--- src/rtl/ps2_matrix_pkg.sv ---
// Shared constants for the PS/2 (scancode set 2) to ZX Spectrum matrix bridge.
// Holds the prefix and special scancodes, the matrix geometry, the CAPS/SYM
// positions and the composite-key identifiers. It also holds helpers that turn
// a row/col pair, or a composite id, into a flat matrix bit index.
package ps2_matrix_pkg;

  localparam logic [7:0] PREFIX_BRK   = 8'hF0;
  localparam logic [7:0] PREFIX_EXT   = 8'hE0;
  localparam logic [7:0] PREFIX_PAUSE = 8'hE1;
  localparam logic [7:0] SC_F12       = 8'h07;
  localparam logic [7:0] SC_RSHIFT    = 8'h59;

  localparam int NROWS = 8;
  localparam int NCOLS = 5;
  localparam int NKEYS = NROWS * NCOLS;
  localparam int NCOMP = 5;

  // Bytes discarded after E1 so the rest of the Pause sequence never decodes.
  localparam logic [2:0] PAUSE_SKIP = 3'd7;

  localparam logic [2:0] CAPS_ROW = 3'd0;
  localparam logic [2:0] CAPS_COL = 3'd0;
  localparam logic [2:0] SYM_ROW  = 3'd7;
  localparam logic [2:0] SYM_COL  = 3'd1;

  localparam logic [2:0] COMP_LEFT  = 3'd0;
  localparam logic [2:0] COMP_DOWN  = 3'd1;
  localparam logic [2:0] COMP_UP    = 3'd2;
  localparam logic [2:0] COMP_RIGHT = 3'd3;
  localparam logic [2:0] COMP_BKSP  = 3'd4;

  function automatic logic [5:0] key_idx(input logic [2:0] row, input logic [2:0] col);
    return ({3'b000, row} * 6'd5) + {3'b000, col};
  endfunction

  // Digit bit that each composite key presses alongside CAPS.
  function automatic logic [5:0] comp_idx(input logic [2:0] id);
    case (id)
      COMP_LEFT:  comp_idx = key_idx(3'd3, 3'd4); // 5
      COMP_DOWN:  comp_idx = key_idx(3'd4, 3'd4); // 6
      COMP_UP:    comp_idx = key_idx(3'd4, 3'd3); // 7
      COMP_RIGHT: comp_idx = key_idx(3'd4, 3'd2); // 8
      default:    comp_idx = key_idx(3'd4, 3'd0); // 0
    endcase
  endfunction

endpackage

--- src/rtl/ps2_matrix_map.sv ---
// Combinational scancode lookup.
// Ports:
//   ext       in  - the key event came after an E0 prefix
//   code      in  - scancode byte of the key event
//   valid     out - code maps to a plain matrix key or to a composite key
//   row, col  out - matrix position of a plain key
//   composite out - code is a composite key (CAPS + digit)
//   comp_id   out - which composite key
module ps2_matrix_map
  import ps2_matrix_pkg::*;
(
  input  logic       ext,
  input  logic [7:0] code,
  output logic       valid,
  output logic [2:0] row,
  output logic [2:0] col,
  output logic       composite,
  output logic [2:0] comp_id
);

  always_comb begin
    valid     = 1'b1;
    row       = 3'd0;
    col       = 3'd0;
    composite = 1'b0;
    comp_id   = 3'd0;
    if (!ext) begin
      case (code)
        8'h12, 8'h59: begin row = CAPS_ROW; col = CAPS_COL; end
        8'h1A: begin row = 3'd0; col = 3'd1; end
        8'h22: begin row = 3'd0; col = 3'd2; end
        8'h21: begin row = 3'd0; col = 3'd3; end
        8'h2A: begin row = 3'd0; col = 3'd4; end
        8'h1C: begin row = 3'd1; col = 3'd0; end
        8'h1B: begin row = 3'd1; col = 3'd1; end
        8'h23: begin row = 3'd1; col = 3'd2; end
        8'h2B: begin row = 3'd1; col = 3'd3; end
        8'h34: begin row = 3'd1; col = 3'd4; end
        8'h15: begin row = 3'd2; col = 3'd0; end
        8'h1D: begin row = 3'd2; col = 3'd1; end
        8'h24: begin row = 3'd2; col = 3'd2; end
        8'h2D: begin row = 3'd2; col = 3'd3; end
        8'h2C: begin row = 3'd2; col = 3'd4; end
        8'h16: begin row = 3'd3; col = 3'd0; end
        8'h1E: begin row = 3'd3; col = 3'd1; end
        8'h26: begin row = 3'd3; col = 3'd2; end
        8'h25: begin row = 3'd3; col = 3'd3; end
        8'h2E: begin row = 3'd3; col = 3'd4; end
        8'h45: begin row = 3'd4; col = 3'd0; end
        8'h46: begin row = 3'd4; col = 3'd1; end
        8'h3E: begin row = 3'd4; col = 3'd2; end
        8'h3D: begin row = 3'd4; col = 3'd3; end
        8'h36: begin row = 3'd4; col = 3'd4; end
        8'h4D: begin row = 3'd5; col = 3'd0; end
        8'h44: begin row = 3'd5; col = 3'd1; end
        8'h43: begin row = 3'd5; col = 3'd2; end
        8'h3C: begin row = 3'd5; col = 3'd3; end
        8'h35: begin row = 3'd5; col = 3'd4; end
        8'h5A: begin row = 3'd6; col = 3'd0; end
        8'h4B: begin row = 3'd6; col = 3'd1; end
        8'h42: begin row = 3'd6; col = 3'd2; end
        8'h3B: begin row = 3'd6; col = 3'd3; end
        8'h33: begin row = 3'd6; col = 3'd4; end
        8'h29: begin row = 3'd7; col = 3'd0; end
        8'h14: begin row = SYM_ROW; col = SYM_COL; end
        8'h3A: begin row = 3'd7; col = 3'd2; end
        8'h31: begin row = 3'd7; col = 3'd3; end
        8'h32: begin row = 3'd7; col = 3'd4; end
        8'h66: begin composite = 1'b1; comp_id = COMP_BKSP; end
        default: valid = 1'b0;
      endcase
    end else begin
      // E0 12 / E0 59 (fake shifts) fall through to default on purpose.
      case (code)
        8'h14: begin row = SYM_ROW; col = SYM_COL; end
        8'h5A: begin row = 3'd6; col = 3'd0; end
        8'h6B: begin composite = 1'b1; comp_id = COMP_LEFT;  end
        8'h72: begin composite = 1'b1; comp_id = COMP_DOWN;  end
        8'h75: begin composite = 1'b1; comp_id = COMP_UP;    end
        8'h74: begin composite = 1'b1; comp_id = COMP_RIGHT; end
        default: valid = 1'b0;
      endcase
    end
  end

endmodule

--- src/rtl/ps2_matrix.sv ---
// PS/2 set-2 scancode stream to 40-key ZX Spectrum keyboard matrix.
// Ports:
//   clock, reset - system clock, asynchronous active-low reset
//   ce           - clock enable shared with the PS/2 receiver
//   strb, code   - one-ce-cycle byte strobe and scancode from the receiver
//   addr         - CPU A15..A8; a row is selected when its bit is 0
//   keys         - active-low column data D4..D0 for the selected rows
//   f12          - one-ce-cycle pulse on an F12 make (host reset request)
module ps2_matrix
  import ps2_matrix_pkg::*;
(
  input  logic       clock,
  input  logic       reset,
  input  logic       ce,
  input  logic       strb,
  input  logic [7:0] code,
  input  logic [7:0] addr,
  output logic [4:0] keys,
  output logic       f12
);

  // Input byte register: the decode runs one ce edge after the strobe.
  logic       strb_q;
  logic [7:0] code_q;

  logic [NKEYS-1:0] mat_q, mat_d;   // plain keys, 0 = pressed; CAPS bit unused
  logic [NCOMP-1:0] comp_q, comp_d; // composite keys held
  logic             lsh_q, lsh_d, rsh_q, rsh_d;
  logic             brk_q, brk_d, ext_q, ext_d;
  logic [2:0]       skip_q, skip_d;
  logic             f12_q, f12_d;

  logic       map_valid, map_comp;
  logic [2:0] map_row, map_col, map_id;

  ps2_matrix_map u_map (
    .ext       (ext_q),
    .code      (code_q),
    .valid     (map_valid),
    .row       (map_row),
    .col       (map_col),
    .composite (map_comp),
    .comp_id   (map_id)
  );

  always_comb begin
    mat_d  = mat_q;
    comp_d = comp_q;
    lsh_d  = lsh_q;
    rsh_d  = rsh_q;
    brk_d  = brk_q;
    ext_d  = ext_q;
    skip_d = skip_q;
    f12_d  = 1'b0;
    if (strb_q) begin
      if (skip_q != 3'd0) begin
        skip_d = skip_q - 3'd1;
      end else if (code_q == PREFIX_BRK) begin
        brk_d = 1'b1;
      end else if (code_q == PREFIX_EXT) begin
        ext_d = 1'b1;
      end else if (code_q == PREFIX_PAUSE) begin
        skip_d = PAUSE_SKIP;
      end else begin
        brk_d = 1'b0;
        ext_d = 1'b0;
        f12_d = (code_q == SC_F12) && !brk_q;
        if (map_valid) begin
          if (map_comp) begin
            comp_d[map_id] = !brk_q;
          end else if (map_row == CAPS_ROW && map_col == CAPS_COL) begin
            // Both shifts land on CAPS; each is tracked on its own.
            if (code_q == SC_RSHIFT) rsh_d = !brk_q;
            else                     lsh_d = !brk_q;
          end else begin
            mat_d[key_idx(map_row, map_col)] = brk_q;
          end
        end
      end
    end
  end

  always_ff @(posedge clock or negedge reset) begin
    if (!reset) begin
      strb_q <= 1'b0;
      code_q <= 8'h00;
      mat_q  <= '1;
      comp_q <= '0;
      lsh_q  <= 1'b0;
      rsh_q  <= 1'b0;
      brk_q  <= 1'b0;
      ext_q  <= 1'b0;
      skip_q <= 3'd0;
      f12_q  <= 1'b0;
    end else if (ce) begin
      strb_q <= strb;
      code_q <= code;
      mat_q  <= mat_d;
      comp_q <= comp_d;
      lsh_q  <= lsh_d;
      rsh_q  <= rsh_d;
      brk_q  <= brk_d;
      ext_q  <= ext_d;
      skip_q <= skip_d;
      f12_q  <= f12_d;
    end
  end

  // Effective matrix: plain keys merged with CAPS sources and composite digits,
  // so a digit stays down while either its own key or a composite holds it.
  logic [NKEYS-1:0] eff;
  always_comb begin
    eff = mat_q;
    eff[key_idx(CAPS_ROW, CAPS_COL)] = !(lsh_q || rsh_q || (|comp_q));
    for (int i = 0; i < NCOMP; i++) begin
      if (comp_q[i]) eff[comp_idx(3'(i))] = 1'b0;
    end
  end

  // Selected rows are ANDed, as on the real matrix's shared column lines.
  logic [4:0] col_sel;
  always_comb begin
    col_sel = 5'h1F;
    for (int r = 0; r < NROWS; r++) begin
      if (!addr[r]) col_sel = col_sel & eff[r*NCOLS +: NCOLS];
    end
  end

  assign keys = col_sel;
  assign f12  = f12_q;

endmodule

--- config.mk ---
export PLATFORM = sky130hd
export DESIGN_NAME = ps2_matrix
export DESIGN_NICKNAME = d
export VERILOG_FILES = /design/src/rtl/ps2_matrix_pkg.sv /design/src/rtl/ps2_matrix_map.sv /design/src/rtl/ps2_matrix.sv
export SDC_FILE = /design/constraint.sdc
export NUM_CORES = 1
export LEC_CHECK = 0
export CAP_MARGIN = 20
export CORE_MARGIN = 3
export CORE_UTILIZATION = 40
export DETAILED_ROUTE_END_ITERATION = 8
export HOLD_SLACK_MARGIN = 0.03
export SYNTH_ARGS = -nofsm -noshare
export SYNTH_HDL_FRONTEND = slang
export SYNTH_SLANG_ARGS = --single-unit
--- constraint.sdc ---
create_clock -name clock -period 4 [get_ports clock]
set_input_delay 1.2 -clock clock [delete_from_list [all_inputs] [get_ports clock]]
set_output_delay 1.2 -clock clock [all_outputs]
set_load 0.005 [all_outputs]
==> results by group <==
Status
  • Result of the run: complete, but fails checks
  • Failing checks: setup timing

STA
  • Max Slew Vio Count: 0
  • Worst clock skew: 0.005565 ns
  • Period Utilization, post-route: 104.1%
  • Setup TNS: -2.858 ns
  • Slew margin rel.: 32.77%
  • Setup WS post-layout: -0.1624 ns
  • Hold slack: 0.4844 ns
  • Final setup fails: 36
  • Post-layout minimum cycle time: 4.162 ns
  • Hold violation total from the final report: 0
  • Unrepaired setup endpoints after global routing: true
  • Slew @ Worst Pin: roughly 1.0 ns
  • Max Clock Freq: ~240 MHz

GRT
  • GR Util All Layers: 24.56%
  • Vias in the first global route: ~4900
  • First-pass GRT wire length: 25630 um
  • Total gr overflow: 0
  • Antenna violations before repair: 0
  • Largest net degree at the start of global routing: 48

Setup path
  • Beginning of the worst register-to-register path: code_q[4]$_DFFE_PN0P_
  • Worst Path Required: ~4.3 ns
  • Critical path launch point type: register
  • Category of the most critical setup path: reg -> reg
  • Largest fanout of any net on the critical path: 8
  • Critical path launch point: code_q[4]$_DFFE_PN0P_
  • Arrival time at the worst endpoint: 4.44 ns
  • Kind of capture point of the worst setup path: register

Worst hold path
  • Min-Delay Startpoint: skip_q[2]$_DFFE_PN0P_
  • Type of the most critical hold path: reg -> reg

Synth
  • Syn_nets: 536
  • Biggest area consumer among synthesized cells: dfstp_2
  • Area share of the largest cell type after synthesis: 21.62%
  • Mean post-synth cell area: 9.406 um2
  • Total of flip-flops plus latches after synthesis: 61
  • Part of the Yosys area used for sequential elements: 33.23%
  • Gate Count Post-Synth: 504
  • Number of enable flip-flop cells after synthesis: 0
  • Top post-synthesis cells by area: dfstp_2, dfrtp_1, mux2_2, a2111oi_2, a211oi_1
  • YS warnings: 0
  • Area of the mapped netlist: 4741 um2
  • Cell variety after synth: 76
  • Ys flop type: dfstp_2
  • Post-synth ARST share: 100.0%

Pwr
  • Cell area power density: between 500 and 600 nW/um2
  • Static leakage: roughly 2.8 nW
  • Peak VDD IR: between 0.4 and 0.5 mV
  • Total design power: between 3 and 4 mW

Clock tree
  • CTS HTree Levels: 3
  • CTS Root Buffer Type: clkbuf_16
  • Number of buffers on the longest clock path: 2
  • Clock input transition at the sequential cells of the worst setup and hold paths: 0.06 ns
  • TritonCTS Buffers: 9
  • CTS Sinks: 61
  • Post-CTS Hold Buffers: 0
  • CTS tree: done
  • Clk Latency, worst-skew pair: 0.35 ns

Detailed routing
  • Drt total wl: 16930 um
  • Antenna Violating Nets Remaining: 0
  • # DRC: 0
  • Number of DRC violations after detailed-routing iteration 0: between 300 and 400
  • Via total after detailed routing: 5002
  • Avg Vias per Cell: 6.253
  • First-pass iteration count of the detailed router: 5
  • Wire length per cell: 21.16 um

Floorplan
  • Top-Level Pins: 26
  • Initial standard-cell utilization of the core: 41.17%
  • Die Y-Extent: ~110 um
  • Die area: 13190 um2
  • CORE AREA: ~12000 um2
  • Die Wd: 114.9 um
  • Number of cell rows: 39

Finish
  • Final net count: between 600 and 700
  • Number of standard cells in the layout, taps in and fillers out: 800
  • N_diodes: 0
  • Layout area overhead: 56.22%
  • Commonest non-fill, non-tap cell in the layout: buf_4
  • Post-Layout Inst Area: between 7000 and 8000 um2
  • Layout cells sized above 1: 57.38%
  • Most frequent cells in the layout: buf_4, dfstp_2, nand2_1, mux2_4, nor2_1

Placed design
  • Placed cell area: between 5000 and 6000 um2
  • Half-perimeter wire length after detailed placement: 10480 um
  • Routability congestion estimate from global placement: roughly 0.9
  • Placed cells: approximately 740
  • Port Buf Inserts: 25

Job
  • Max Cap Violations: 0
-- final cells by class --
class	instances	area [um2]
multi-input cells	381	3719
flip-flops and latches	61	1582
repair buffers	184	1610
well taps	143	178.9
clock buffers	12	236.5
inverters	15	56.30
clock inverters	4	23.77
fillers	877	4110
-- where the power goes --
part | internal, mW | switching [mW]
Clock | 0.417 | 0.289
Combinational | 0.926 | 1.37
Sequential | 0.665 | 0.0381
Total | 2.01 | 1.70
-- state kept, by name, indices dropped and copies added (netlist names) --
signal and cells:
mat_q 39, code_q 8, comp_q 5, skip_q 3
brk_q 1, ext_q 1, f12 1, lsh_q 1
rsh_q 1, strb_q 1
-- cells in the mapped netlist (4+ instances only) --
cell type and count:
nand3_1 30, nor3_1 9, dfrtp_1 22, clkbuf_1 20, buf_2 18, nor4_1 7
mux2_2 44, o21ai_0 15, ha_1 11, buf_4 7, o31ai_1 4, o22ai_1 11
o211ai_1 5, a211oi_1 23, nand4_1 7, a21oi_1 19, nand2_1 41, a2111oi_2 14
nand2b_1 6, o2111ai_1 4, and3b_1 5, nor2_1 25, nor3b_1 8, nor4bb_1 7
dfstp_2 39, inv_1 14, mux2i_1 5, a31oi_1 6, nor2b_1 5, o221ai_1 4
-- metal layers --
metal  wire, um  part of all wire [%]  global-route usage [%]
met3       1002                   5.9                   5.737
met2       8261                    49                   38.31
met1       7345                    43                   33.72
met5          0                     0                       0
met4        315                   1.9                   8.059
-- kinds of logic (layout without fill, tap and decap cells) --
logic type | Yosys count | in the layout | synth area share, %
compound gates | 138 | 139 | 23.49
xor+xnor | 3 | 3 | 0.5543
fa+ha+maj | 12 | 12 | 3.325
buf+inv | 63 | 215 | 6.044
flops | 61 | 61 | 33.23
mux | 50 | 50 | 11.74
simple gates | 177 | 177 | 21.62
-- what timing repair did --
| action | 4_1_cts | 5_1_grt |
|---|---|---|
| buffers inserted | 31 | 16 |
| setup endpoints to repair | 44 | 42 |
| cloned | 4 | 1 |
| resized for setup | 98 | 77 |
| pin swaps | 34 | 30 |
-- final timing paths --
path	end	slack [ns]	depth (start not counted)
setup / recovery	mat_q[22]$_DFFE_PN1P_	-0.16	17
hold reg to reg	skip_q[2]$_DFFE_PN0P_	0.48	1
min in group asynchronous	code_q[0]$_DFFE_PN0P_	0.82	1
max in group asynchronous	mat_q[39]$_DFFE_PN1P_	2.41	2
setup reg to reg	mat_q[22]$_DFFE_PN1P_	-0.16	17
hold / removal	skip_q[2]$_DFFE_PN0P_	0.48	1
-- per-stage QoR --
step	utilization [%]	setup WS [ns]
floorplan	-	0.002562
global placement	51.12	-0.2550
detailed placement	51.12	-0.3765
CTS	60.39	-0.08435
global route	64.31	-0.3013
finish	64.31	-0.1624
-- critical path, stage by stage (launching register included) --
cell       delay [ns]
dfrtp_2          0.46
buf_4            0.16
buf_6            0.11
or4b_4           0.53
o32ai_2          0.21
nand2_1          0.15
a31oi_4          0.24
ha_4             0.24
ha_4             0.16
fa_2             0.39
xor2_2           0.17
nor2_1           0.10
nor2_1           0.07
nor2_2           0.15
buf_6            0.20
nand2_1          0.11
a2111oi_2        0.26
mux2_2           0.38
(Power assumes the default switching activity.)
